## src/rtl/param_lfsr.sv

```systemverilog
// param_lfsr: parameterised Fibonacci/Galois LFSR with step counter, wrap detection and period capture.
// Define PARAM_LFSR_LOCKUP_RECOVER_EN to reseed from SEED when stepping while in the lockup state.
module param_lfsr #(
    parameter int          WIDTH  = 64,
    parameter logic [63:0] TAPS   = 64'h0000_0000_8000_2101,
    parameter int          MODE   = 0,
    parameter int          INVERT = 1,
    parameter logic [63:0] SEED   = 64'h0,
    parameter int          CNT_W  = 16
) (
    input  logic             CLK,
    input  logic             RST,
    input  logic             EN,
    input  logic             LOAD,
    input  logic [WIDTH-1:0] SEED_IN,
    output logic [WIDTH-1:0] OUT,
    output logic             SOUT,
    output logic             LOCKUP,
    output logic             WRAP,
    output logic [CNT_W-1:0] COUNT,
    output logic [CNT_W-1:0] PERIOD
);
    localparam logic [WIDTH-1:0] TAP_M  = TAPS[WIDTH-1:0];
    localparam logic [WIDTH-1:0] SEED_V = SEED[WIDTH-1:0];
    localparam logic [WIDTH-1:0] LOCK_V = {WIDTH{INVERT == 1}};
`ifdef PARAM_LFSR_LOCKUP_RECOVER_EN
    localparam bit RECOVER = 1'b1;
`else
    localparam bit RECOVER = 1'b0;
`endif

    if (WIDTH < 2 || WIDTH > 64) begin : g_bad_width
        $error("param_lfsr: WIDTH must be in 2..64");
    end
    if (MODE == 1 && INVERT == 1) begin : g_bad_mode
        $error("param_lfsr: XNOR feedback is not supported in Galois mode");
    end
    if (SEED_V == LOCK_V) begin : g_bad_seed
        $error("param_lfsr: SEED equals the lockup value");
    end

    logic [WIDTH-1:0] state_q, state_d, ref_q, ref_d, nxt;
    logic [CNT_W-1:0] count_q, count_d, period_q, period_d;
    logic             wrap_q, wrap_d, fb, lockup;

    assign lockup = state_q == LOCK_V;

    always_comb begin
        fb       = ^(state_q & TAP_M) ^ (INVERT == 1);
        nxt      = (MODE == 1) ? {state_q[0], state_q[WIDTH-1:1] ^ (TAP_M[WIDTH-2:0] & {(WIDTH-1){state_q[0]}})}
                               : {fb, state_q[WIDTH-1:1]};
        state_d  = state_q;
        ref_d    = ref_q;
        count_d  = count_q;
        period_d = period_q;
        wrap_d   = 1'b0;
        if (LOAD) begin
            state_d = SEED_IN;
            ref_d   = SEED_IN;
            count_d = '0;
        end else if (EN && RECOVER && lockup) begin
            state_d = SEED_V;
            ref_d   = SEED_V;
            count_d = '0;
        end else if (EN) begin
            state_d = nxt;
            count_d = count_q + 1'b1;
            // Returning to the reference seed closes a cycle; COUNT overflow alone never does.
            if (nxt == ref_q) begin
                wrap_d   = 1'b1;
                period_d = count_q + 1'b1;
                count_d  = '0;
            end
        end
    end

    always_ff @(posedge CLK) begin
        if (RST) begin
            state_q  <= SEED_V;
            ref_q    <= SEED_V;
            count_q  <= '0;
            period_q <= '0;
            wrap_q   <= 1'b0;
        end else begin
            state_q  <= state_d;
            ref_q    <= ref_d;
            count_q  <= count_d;
            period_q <= period_d;
            wrap_q   <= wrap_d;
        end
    end

    assign OUT    = state_q;
    assign SOUT   = state_q[0];
    assign LOCKUP = lockup;
    assign WRAP   = wrap_q;
    assign COUNT  = count_q;
    assign PERIOD = period_q;
endmodule
```

## config.mk

```make
export PLATFORM = sky130hd
export DESIGN_NAME = param_lfsr
export DESIGN_NICKNAME = d
export VERILOG_FILES = /design/src/rtl/param_lfsr.sv
export SDC_FILE = /design/constraint.sdc
export NUM_CORES = 1
export LEC_CHECK = 0
export ABC_AREA = 1
export CELL_PAD_IN_SITES_DETAIL_PLACEMENT = 1
export CELL_PAD_IN_SITES_GLOBAL_PLACEMENT = 1
export CORE_MARGIN = 5
export CORE_UTILIZATION = 40
export CTS_BUF_LIST = sky130_fd_sc_hd__clkbuf_4
export DETAILED_ROUTE_END_ITERATION = 7
export PLACE_DENSITY_LB_ADDON = 0.1
export SLEW_MARGIN = 5
export SYNTH_ARGS = -nofsm -noshare
export SYNTH_HDL_FRONTEND = slang
export SYNTH_SLANG_ARGS = --single-unit
```

## constraint.sdc

```tcl
create_clock -name CLK -period 5.1 [get_ports CLK]
set_input_delay 1.53 -clock CLK [delete_from_list [all_inputs] [get_ports CLK]]
set_output_delay 1.53 -clock CLK [all_outputs]
set_load 0.02 [all_outputs]
```

==> flow_summary.json <==
{
  "outcome": "complete, no violations",
  "initial_core_util_pct": 40.2,
  "ctsResizeCount": 0,
  "final_layout_size_suffix_gt1_share_pct": 4.47,
  "grt_pass1_wl_um": 44300,
  "yosysUniqueCellTypes": 32,
  "ant_nets": 0,
  "synthCells": 1252,
  "num_rows": 52,
  "grt_overflow": 0,
  "vias": 8399,
  "root_buffer": "clkbuf_4",
  "ys_seq_area_share_pct": 39.8,
  "cts_tree": "yes",
  "io_buffers": 166,
  "fp.dieW_um": 152,
  "track_usage_pct": 23.4,
  "intPower_mw": 2.04,
  "rsz0062_at_grt": "false",
  "tightest_slew_ns": 0.898,
  "grt_pass1_vias": 8356,
  "vias_per_cell": 5.00,
  "clock-sinks": 161,
  "firstDrtPassIters": 4,
  "fp.dieH_um": 152,
  "vdd_drop_max_v": 0.000135,
  "syn_area_per_cell_um2": 6.46,
  "nets": 1464,
  "yosysTopAreaCell": "dfxtp_1",
  "max_stage_delay_ns": 0.69,
  "max_slew_margin_pct": 40.1,
  "postCtsSetupBuffers": 0,
  "swShare_pct": 30.0,
  "die-area_um2": 23200,
  "seqPwrFrac_pct": 47.5,
  "period_needed_ns": 4.41,
  "crit_chain": "inv_1 > nor4_1 > nand4_1 > nor4b_1 > clkdlybuf4s50_1",
  "cap_violations": 0,
  "slowest_stage": "clkdlybuf4s50_1",
  "pwr-share-clk_pct": 34.6,
  "combPwrFrac_pct": 17.9,
  "p_total_mw": 2.91,
  "ys_top_cells_by_area": "dfxtp_1 (40%), nand2_1 (20%), inv_1 (8.3%), nor2_1 (5.7%), o21ai_0 (3.9%)",
  "wl_per_cell_um": 16.3,
  "dp_hpwl_um": 20400,
  "place_congestion": 0.838,
  "grt_max_degree": 84,
  "postCtsHoldBufs": 0,
  "syn-cell-area_um2": 8090,
  "critPathArrivalTime_ns": 2.88,
  "insertion_delay_ns": 0.59,
  "drt_iter0_drc": 293,
  "p_sw_uw": 871,
  "ys_seq_elements": 161,
  "core_area_um2": 20100,
  "hold_viol_final": 0,
  "syn-num-nets": 1321,
  "cts_buffers": 17,
  "finalSetupViolCount": 0,
  "antenna_found_initial": 2,
  "fmax_mhz": 227,
  "ys.warnings.count": 0,
  "wl_um": 27400,
  "fin_setup_tns_ns": 0,
  "cp.required_ns": 3.57,
  "clock_path_buffers": 2,
  "skew_ns": 0.0205,
  "crit_type": "flop to primary output",
  "synth_top_area_share_pct": 39.8,
  "end_kind": "primary output",
  "p_leak_nw": 4.44,
  "slew_viol_final": 0,
  "fillCellCount": 2644,
  "io_pins": 167,
  "p_per_area_nw_per_um2": 281,
  "worstHoldPathType": "flop to flop",
  "syn2layout_area_growth_pct": 27.7,
  "crit_path_start_kind": "flop",
  "clk_pin_slew_ns": 0.14,
  "h-tree-depth": 4,
  "drc": 0,
  "crit_fanout": 4,
  "period_share_pct": 86.5
}
-- cells in the mapped netlist --
cell type,n
a21oi_1,16
a31oi_1,38
and2_0,2
and2_1,1
buf_1,4
buf_2,7
buf_4,2
buf_6,2
clkbuf_1,36
clkinv_1,2
dfxtp_1,161
ha_1,1
inv_1,178
inv_2,5
nand2_1,438
nand2_2,6
nand2_4,1
nand3_1,31
nand3_2,2
nand4_1,12
nor2_1,123
nor2_2,2
nor2_4,2
nor3_1,6
nor4_1,13
nor4b_1,1
o21ai_0,63
o221ai_1,3
o22ai_1,49
or2_2,1
xnor2_1,21
xor2_1,23
-- cell families (layout without fill, tap and decap cells) --
group                      count (synthesis)  after routing  synth area share, %
and+or+nand+nor                          641            641                 32.0
DFF                                      161            161                 39.8
other                                      0              2                    0
adders and majority gates                  1              1                0.155
buffers and inverters                    236            392                 11.3
xor gates and xnor gates                  44             44                 4.76
AOI/OAI and AO/OA                        169            169                 11.9
-- per-layer routing --
| layer | GRT usage [%] | vias up | wire [um] |
|---|---|---|---|
| met5 | 0 | - | 12 |
| met4 | 6.38 | 2 | 430 |
| met3 | 4.86 | 33 | 1580 |
| met2 | 39.5 | 179 | 12900 |
| met1 | 30.5 | 3995 | 12500 |
| li1 | - | 4190 | - |
-- cell type report --
| type | count | area [um2] | share of cell area [%] |
|---|---|---|---|
| Antenna cell | 2 | 5.00 | 0.0484 |
| Clock buffer | 20 | 150 | 1.45 |
| Clock inverter | 12 | 229 | 2.22 |
| Inverter | 185 | 694 | 6.72 |
| Multi-Input combinational cell | 855 | 3960 | 38.3 |
| Sequential cell | 161 | 3220 | 31.2 |
| Tap cell | 270 | 338 | 3.27 |
| Timing Repair Buffer | 175 | 1730 | 16.8 |
-- path summary, 6_finish.rpt --
path | startpoint | endpoint | depth (start not counted) | slack [ns]
max | OUT[42] | LOCKUP | 5 | 0.69
min reg2reg | PERIOD[9] | PERIOD[9] | 2 | 0.49
min | PERIOD[9] | PERIOD[9] | 2 | 0.49
max reg2reg | OUT[37] | PERIOD[11] | 12 | 2.82
-- critical path, delay by kind of cell (launching register included) --
| family | cells | cell delay, ns |
|---|---|---|
| DFF | 1 | 0.44 |
| and+or+nand+nor | 3 | 1.08 |
| buffers and inverters | 2 | 0.80 |
-- cell usage in the layout (no fill, tap or decap), types with 23 or more instances in the layout --
cell type	n
inv_1	178
clkdlybuf4s50_1	164
o21ai_0	63
nand3_1	31
xor2_1	23
nand2_1	438
a31oi_1	38
nor2_1	122
dfxtp_1	161
o22ai_1	49
-- flip-flops by register name (all words and copies together), names as in the netlist --
name / count
COUNT: 16
OUT: 64
PERIOD: 16
WRAP: 1
ref_q: 64
-- power by group through the flow --
stage               Combinational (mW)  Sequential [mW]  Clock (mW)
floorplan                        0.270             1.43           0
global placement                 0.513             1.40           0
detailed placement               0.520             1.41           0
CTS                              0.525             1.38        1.02
global route                     0.578             1.39        1.08
finish                           0.520             1.38        1.01
-- through the flow --
step           utilization [%]  instances  cell area, um2  setup WS, ns  hold WS (ns)
2_1_floorplan                -       1252            8090          1.78         0.449
3_3_place_gp              49.5       1646            9950          1.25         0.453
3_5_place_dp              49.5       1646            9950          1.30         0.463
4_1_cts                   51.4       1678           10300         0.647         0.494
5_1_grt                   51.4       1680           10300         0.592         0.516
6_report                  51.4       1680           10300         0.688         0.485
Note: power is estimated with default switching activity, not from simulation.
